<file path="config.mk">
export PLATFORM = sky130hd
export DESIGN_NAME = fetch_aligner
export DESIGN_NICKNAME = d
export VERILOG_FILES = /design/src/rtl/fetch_aligner_pkg.sv /design/src/rtl/fetch_aligner_byte_shifter.sv /design/src/rtl/fetch_aligner.sv
export SDC_FILE = /design/constraint.sdc
export NUM_CORES = 2
export LEC_CHECK = 0
export BUFFER_PORTS_ARGS = -buffer_cell sky130_fd_sc_hd__buf_2
export CELL_PAD_IN_SITES_DETAIL_PLACEMENT = 0
export CELL_PAD_IN_SITES_GLOBAL_PLACEMENT = 1
export CORE_ASPECT_RATIO = 1.4
export CORE_MARGIN = 2
export CORE_UTILIZATION = 30
export CTS_BUF_LIST = sky130_fd_sc_hd__clkbuf_8
export DETAILED_ROUTE_END_ITERATION = 8
export PLACE_DENSITY_LB_ADDON = 0.1
export SETUP_SLACK_MARGIN = 0.3
export SKIP_CTS_REPAIR_TIMING = 1
export SLEW_MARGIN = 20
export SYNTH_ARGS = -nofsm -noshare
export SYNTH_HDL_FRONTEND = slang
export SYNTH_SLANG_ARGS = --single-unit
export TNS_END_PERCENT = 50
</file>
<file path="constraint.sdc">
create_clock -name clk -period 8.6 [get_ports clk]
set_input_delay 1.29 -clock clk [delete_from_list [all_inputs] [get_ports clk]]
set_output_delay 1.29 -clock clk [all_outputs]
set_load 0.02 [all_outputs]
</file>
<file path="src/rtl/fetch_aligner_pkg.sv">
// Shared decode-stage constants and fetch-aligner FSM encoding.
package fetch_aligner_pkg;

  localparam int BUF_BYTES    = 32;
  localparam int PKT_BYTES    = 16;
  localparam int MAX_INSN_LEN = 15;

  typedef enum logic {
    ST_WAIT = 1'b0,
    ST_RUN  = 1'b1
  } state_t;

endpackage

</file>
<file path="src/rtl/fetch_aligner_byte_shifter.sv">
// Combinational left shift of a byte buffer by 0..15 bytes, zero fill.
// No latency, no state, no backpressure.
module byte_shifter #(
  parameter int W = 256
) (
  input  logic [W-1:0] din,
  input  logic [3:0]   shamt,
  output logic [W-1:0] dout
);

  assign dout = din << {shamt, 3'b000};

endmodule

</file>
<file path="src/rtl/fetch_aligner.sv">
// Packs fetch lines into a left-aligned byte buffer and presents a decode window.
// One-cycle latency; fill_ready only while buffer holds <= one window of bytes.
module fetch_aligner #(
  parameter int BUF_BYTES = fetch_aligner_pkg::BUF_BYTES,
  parameter int PKT_BYTES = fetch_aligner_pkg::PKT_BYTES
) (
  input  logic                   clk,
  input  logic                   reset,
  input  logic                   redirect_valid,
  input  logic [31:0]            redirect_eip,
  input  logic                   fill_valid,
  output logic                   fill_ready,
  input  logic [PKT_BYTES*8-1:0] fill_data,
  output logic [PKT_BYTES*8-1:0] packet,
  output logic                   packet_valid,
  output logic [31:0]            packet_eip,
  input  logic                   dec_take,
  input  logic [3:0]             dec_len,
  output logic                   len_err
);
  import fetch_aligner_pkg::*;

  localparam int BW = BUF_BYTES * 8;
  localparam int PW = PKT_BYTES * 8;
  localparam int CW = $clog2(BUF_BYTES + 1);

  state_t          state_q, state_d;
  logic [BW-1:0]   buf_q, buf_d, shifted, fill_ext;
  logic [CW-1:0]   cnt_q, cnt_d, cnt_after;
  logic [31:0]     eip_q, eip_d;
  logic            err_q, err_d;
  logic            run, consume, zero_take, fill_fire;
  logic [3:0]      shamt;

  always_ff @(posedge clk or negedge reset) begin
    if (!reset) state_q <= ST_WAIT;
    else        state_q <= state_d;
  end

  always_comb begin
    state_d      = state_q;
    run          = (state_q == ST_RUN);
    fill_ready   = run && (cnt_q <= CW'(PKT_BYTES));
    packet_valid = run && (cnt_q >= CW'(PKT_BYTES));
    if (redirect_valid) state_d = ST_RUN;
  end

  assign consume   = dec_take & packet_valid & (dec_len != 4'd0);
  assign zero_take = dec_take & packet_valid & (dec_len == 4'd0);
  assign fill_fire = fill_valid & fill_ready;
  assign shamt     = consume ? dec_len : 4'd0;
  assign cnt_after = cnt_q - CW'(shamt);

  byte_shifter #(.W(BW)) u_shift (
    .din   (buf_q),
    .shamt (shamt),
    .dout  (shifted)
  );

  // New line lands directly behind whatever survives this cycle's consume.
  assign fill_ext = {fill_data, {(BW - PW){1'b0}}} >> {cnt_after, 3'b000};

  always_comb begin
    buf_d = shifted;
    cnt_d = cnt_after;
    eip_d = eip_q + 32'(shamt);
    err_d = err_q | zero_take;
    if (fill_fire) begin
      buf_d = shifted | fill_ext;
      cnt_d = cnt_after + CW'(PKT_BYTES);
    end
    if (redirect_valid) begin
      buf_d = '0;
      cnt_d = '0;
      eip_d = redirect_eip;
      err_d = 1'b0;
    end
  end

  always_ff @(posedge clk or negedge reset) begin
    if (!reset) begin
      buf_q <= '0;
      cnt_q <= '0;
      eip_q <= '0;
      err_q <= 1'b0;
    end else begin
      buf_q <= buf_d;
      cnt_q <= cnt_d;
      eip_q <= eip_d;
      err_q <= err_d;
    end
  end

  assign packet     = buf_q[BW-1 -: PW];
  assign packet_eip = eip_q;
  assign len_err    = err_q;

endmodule

</file>
# After elaboration in Yosys (flattened, before gate mapping)
# Index checks and enable logic that the tools add are counted.
# word_totals
out_inout_bits	163
elab_cells	29
reg_bits	296
input_bits	169
# op_classes
mux	7
bitwise	6
shift	2
magnitude_cmp	2
add_sub_neg	3
reduce_logical	4
# op_table
operator	count
2-to-1 mux 256 bit	2
OR 256 bit	1
<< shifter 256 x 7 -> 256 bit	1
right shift 256 x 9 -> 256 bit	1
adder 32 x 4 -> 32 bit	1
2-to-1 mux 32 bit	1
2-to-1 mux 6 bit	2
adder 6 x 5 -> 6 bit, second input constant	1
>= comparator 6 x 5 -> 1 bit, second input constant	1
<= comparator 6 x 5 -> 1 bit, second input constant	1
subtractor 6 x 4 -> 6 bit	1
bitwise AND 1 bit	4
logical NOT 4 bit	1
2-to-1 mux 4 bit	1
nonzero test 4 bit	1
logical AND 1 bit	2
2-to-1 mux 1 bit	1
OR 1 bit	1

# Depth between registers and ports, before layout
# logic_depth
word_depth	10
mapped_depth	19
depth_no_buf	11

# By module
# From an unflattened synthesis, not the netlist that was laid out.
# unflattened
hier_cells	3314
area_unflattened_um2	30329.1
# by_module_without_submodules
module	area_each_um2	n_inst	cells_each	seq_area_each_um2
fetch_aligner	18915.6	1	1923	7407.1
byte_shifter	11413.4	1	1391	0.0

# Worst setup path before layout
# No wires, ideal clock.
# synth_timing
kind	input-to-reg
startpoint	in dec_take
endpoint	reg buf_q[105]
n_path_buf	8
t_arrival_ns	4.938
slack_ns	3.529
setup_ns	0.133
t_required_ns	8.467
stages	17
cell_sequence	clkbuf_2 o211a_1 buf_2 nand2_1 clkbuf_1 clkbuf_1 clkbuf_1 clkbuf_1 ha_1 nor2_1 a21oi_1 mux2i_1 clkbuf_1 nor2_2 clkbuf_1 a221oi_1 o21ai_0
# synth_between
elab_chain_len	8
word_cells_on_any_way	9
classes_between	1 x add/sub; 2 x shift; 3 x mux; 3 x bitwise
# synth_rtl
item	line	text
from (decl)	fetch_aligner.sv:17	input logic dec_take,
bitwise AND 1 bit * (2 in series)	fetch_aligner.sv:48	assign consume = dec_take & packet_valid & (dec_len != 4'd0);
2-to-1 mux 4 bit *	fetch_aligner.sv:51	assign shamt = consume ? dec_len : 4'd0;
subtractor 6 x 4 -> 6 bit	fetch_aligner.sv:52	assign cnt_after = cnt_q - CW'(shamt);
right shift 256 x 9 -> 256 bit	fetch_aligner.sv:61	assign fill_ext = {fill_data, {(BW - PW){1'b0}}} >> {cnt_after, 3'b000};
OR 256 bit	fetch_aligner.sv:69	buf_d = shifted | fill_ext;
2-to-1 mux 256 bit *	fetch_aligner.sv:68	if (fill_fire) begin
2-to-1 mux 256 bit *	fetch_aligner.sv:72	if (redirect_valid) begin
via buf_d[105]	fetch_aligner.sv:28	logic [BW-1:0] buf_q, buf_d, shifted, fill_ext;
to (signal assigned)	fetch_aligner.sv:87	buf_q <= buf_d;
to (decl)	fetch_aligner.sv:28	
# Mark *: on every way through the listed nets, which the timed path passes. The rest lies on a longest branch.
# A chain may end at the register's enable or synchronous reset.

# Final worst setup path
# layout_timing
startpoint	reg cnt_q[4]
endpoint	reg buf_q[247]
# layout_between
elab_chain_len	10
word_cells_on_any_way	14
classes_between	1 x add/sub; 2 x order compare; 2 x shift; 3 x mux; 4 x bitwise; 2 x reduce/logical
# layout_rtl
item	line	text
from (decl)	fetch_aligner.sv:29	logic [CW-1:0] cnt_q, cnt_d, cnt_after;
from (signal assigned)	fetch_aligner.sv:88	cnt_q <= cnt_d;
>= comparator 6 x 5 -> 1 bit	fetch_aligner.sv:44	packet_valid = run && (cnt_q >= CW'(PKT_BYTES));
logical AND 1 bit	fetch_aligner.sv:44	
bitwise AND 1 bit (2 in series)	fetch_aligner.sv:48	
2-to-1 mux 4 bit	fetch_aligner.sv:51	
subtractor 6 x 4 -> 6 bit	fetch_aligner.sv:52	
right shift 256 x 9 -> 256 bit	fetch_aligner.sv:61	
OR 256 bit	fetch_aligner.sv:69	
2-to-1 mux 256 bit *	fetch_aligner.sv:68	
2-to-1 mux 256 bit *	fetch_aligner.sv:72	
via buf_d[247]	fetch_aligner.sv:28	
# Marks and branches as above.

==> summary.md <==
| Metric | Value |
|---|---|
| Routed WL per cell | `32.4 um` |
| CP dominant cell by count | `nor2_1` |
| Maximum clock rate | `179 MHz` |
| Die span in y | `379 um` |
| Row cnt | `137` |
| Clock Tree Root | `clkbuf_8` |
| Final Cell Area | `32,900 um^2` |
| Ys async rst share | `1.00` |
| Psw | `8.42 mW` |
| CP arrival | `6.25 ns` |
| Max-slew headroom | `0.132` |
| DRT antenna net count | `0` |
| Final hold vios | `0` |
| WP data required | `9.26 ns` |
| Max-slew violation count | `0` |
| Critical Path Slowest Stage Cell | `nand2_1` |
| First-pass GRT wire length | `237,000 um` |
| Fin nets | `3,970` |
| Yosys warnings | `0` |
| Worst Setup Start Kind | `flop` |
| Yosys cell types | `80` |
| Post-DP Area | `31,700 um^2` |
| Unrepaired setup endpoints after global routing | `false` |
| Die W | `272 um` |
| Clk slew on worst S/H paths | `0.06 ns` |
| Result of the run | `finished clean` |
| Num CTS Buffers | `58` |
| Clock tree buffer depth | `3` |
| IO Pins | `332` |
| Final setup fails | `0` |
| Clock latency on the worst-skew pair | `0.75 ns` |
| FILL cells | `10,900` |
| GRT Total Usage | `0.315` |
| CTS tree | `yes` |
| Synth Instances | `3,806` |
| R2R setup slack | `3.02 ns` |
| Vias in the first global route | `30,500` |
| Drt total wl | `167,000 um` |
| Combinational share of power | `0.706` |
| Class of the most critical setup path | `flop to flop` |
| Core ar. | `99,400 um^2` |
| Share of total power in the clock network | `0.111` |
| Net count after synthesis | `3,982` |
| Drt first pass iters | `9` |
| Clk sink count | `296` |
| Total Neg Setup Slack | `0 ns` |
| EDFF count, synth | `0` |
| Grt total ovfl | `0` |
| # DRC | `0` |
| DIE AREA | `103,000 um^2` |
| DRT iter0 DRCs | `3,859` |
| Register share of total power | `0.183` |
| Initial antenna violation count | `13` |
| Initial Utilization | `0.302` |
| Crit-path max FO | `58` |
| RD Place Congestion | `0.898` |
| Slew of the pin with the lowest slew margin | `1.29 ns` |
| Worst Setup End Kind | `flop` |
| Hold crit path type | `flop to flop` |
| HPWL after detailed placement | `123,000 um` |
| Fin crit share | `0.649` |
| Synthesis-stage register bit count | `296` |
| Vias per cell | `6.21` |
| Tot Pwr | `14.2 mW` |
| CP Cell Sequence | `o211a_4, nand2_4, ha_1, nor2_1, a211oi_4, xor2_4, buf_4, nor2_4, nand2_1, o221a_2, nor2_1` |
| Synth Cell Area | `30,100 um^2` |
| Area Growth Syn to Fin | `9.56%` |
| Max-Cap Viols | `0` |
| Switching Share | `0.591` |
| Peak supply drop | `0.400 mV` |
| CP peak stage delay | `0.80 ns` |
| I/O Buffers | `331` |
| Via Count | `32,000` |
| Layout Utilization | `0.331` |
| CP top delay family | `simple AND/OR/NAND/NOR gates` |
| Layout cells sized above 1 | `0.172` |
| Htree depth | `2` |
| P_int | `5.83 mW` |
| PD cells | `433 nW/um^2` |
| Clock Skew | `0.0648 ns` |
| Register area share after synthesis | `0.246` |
| LEAKAGE | `14.4 nW` |
| Syn_area_per_cell | `7.90 um^2` |
| Post-synth top flop | `dfrtp_1` |
| Largest net degree at the start of global routing | `148` |
| Final Critical Period | `5.58 ns` |
| WP buf/inv | `1` |
-- tightest hold or removal path, cell delays in order, from the launching register on --
cell and delay [ns]:
dfrtp_1 0.35, a31oi_1 0.05, nor2_1 0.07
-- sequential cells by signal (all words and copies together), names as in the netlist --
register    cells
cnt_q           6
run             1
len_err         1
buf_q         256
packet_eip     32
-- metrics by stage --
stage          hold WS (ns)  worst slack, ns  cells
6_report              0.510             3.02   5163
5_1_grt               0.523             2.78   5159
3_3_place_gp          0.484             2.34   5053
2_1_floorplan         0.514             3.53   3806
4_1_cts               0.512             3.09   5157
3_5_place_dp          0.492             2.36   5053
-- cell usage after synthesis, types with 15 or more instances --
master / count / area share
o21ai_0: 187 / 0.031
a211oi_1: 91 / 0.023
o32ai_1: 15 / 0.0044
nand2b_1: 15 / 0.0031
a32oi_1: 15 / 0.0044
buf_2: 104 / 0.017
a222oi_1: 21 / 0.0070
o211ai_1: 22 / 0.0055
buf_4: 137 / 0.034
o221ai_1: 36 / 0.010
a31oi_1: 88 / 0.018
mux4_2: 62 / 0.046
mux2_2: 47 / 0.018
o22ai_1: 66 / 0.014
a211o_1: 16 / 0.0047
xnor2_1: 26 / 0.0076
a221o_1: 25 / 0.0083
o22a_1: 28 / 0.0082
and2_1: 51 / 0.011
a22o_1: 28 / 0.0082
a22oi_1: 110 / 0.027
a2bb2oi_1: 42 / 0.012
a221oi_1: 68 / 0.020
nand3_1: 92 / 0.015
a21oi_1: 255 / 0.042
nor2b_1: 21 / 0.0044
and3_1: 28 / 0.0058
buf_1: 50 / 0.0062
nor2_1: 229 / 0.029
nor3_1: 79 / 0.013
mux2i_1: 382 / 0.13
or3_1: 20 / 0.0042
nand2_1: 693 / 0.087
o21a_1: 18 / 0.0045
dfrtp_1: 296 / 0.25
clkbuf_1: 179 / 0.022
-- cells in the final DEF, fill, tap and decap left out, types with 11 or more instances in the layout --
cell       netlist  routed
nand2b_1        15      15
nor2_1         229     224
and2_1          51      51
clkbuf_8         0      77
o221ai_1        36      36
and3_1          28      28
o22a_1          28      28
nor2b_1         21      21
o2bb2ai_1       11      11
a22oi_1        110     110
o211ai_1        22      22
o32ai_1         15      15
inv_1            9      26
or3_1           20      20
a2bb2oi_1       42      42
dfrtp_1        296     296
xnor2_1         26      25
mux2i_1        382     381
o21ai_0        187     185
nand3_1         92      91
nor4_1          14      13
a21oi_1        255     255
o21a_1          18      18
a22o_1          28      28
a221oi_1        68      68
buf_2          104     328
mux2_2          47      47
a222oi_1        21      21
a211oi_1        91      91
nor3_1          79      77
o31ai_1         11      11
a31oi_1         88      88
a211o_1         16      16
a221o_1         25      25
mux4_2          62      62
a32oi_1         15      15
buf_4          137      76
nand2_1        693     691
o22ai_1         66      66
-- cell type report --
type                       instances  area [um^2]  area share
inverter                          12         60.1     0.00182
clock inverter                    27          125     0.00380
tap                             1320         1650      0.0502
clock buffer                      77         1060      0.0322
sequential                       296         7410       0.225
multi-input combinational       3011        20200       0.614
timing repair buffer             415         2410      0.0732
antenna                            5         12.5    0.000380
-- final timing paths --
path,start,end,cells after the start
worst max-delay path,cnt_q[4]$_DFF_PN0_,buf_q[247]$_DFF_PN0_,11
worst min-delay path,len_err$_DFF_PN0_,len_err$_DFF_PN0_,2
worst max register to register,cnt_q[4]$_DFF_PN0_,buf_q[247]$_DFF_PN0_,11
worst min register to register,len_err$_DFF_PN0_,len_err$_DFF_PN0_,2
max in group asynchronous,reset,buf_q[71]$_DFF_PN0_,3
min in group asynchronous,reset,packet_eip[7]$_DFF_PN0_,1
-- per-layer routing --
metal,global-route usage,vias up,part of all wire
met4,0.0883,12,0.029
li1,-,14100,-
met2,0.459,1736,0.42
met5,0,-,0.00044
met3,0.0685,251,0.092
met1,0.462,15900,0.46
-- power groups by stage --
stage	sequential [mW]	clock, mW	combinational (mW)
3_3_place_gp	2.62	0	9.76
3_5_place_dp	2.62	0	9.67
6_report	2.61	1.57	10.1
2_1_floorplan	2.26	0	6.52
4_1_cts	2.59	1.60	9.72
5_1_grt	2.65	1.64	10.5
-- cells by family after synthesis --
kind of cell | after synthesis | synth area share
buf+inv | 499 | 0.0881
xor+xnor | 40 | 0.0128
compound gates | 1198 | 0.274
simple gates | 1274 | 0.184
mux | 492 | 0.192
flops | 296 | 0.246
fa+ha+maj | 7 | 0.00316
Power figures use the tool's default switching activity.
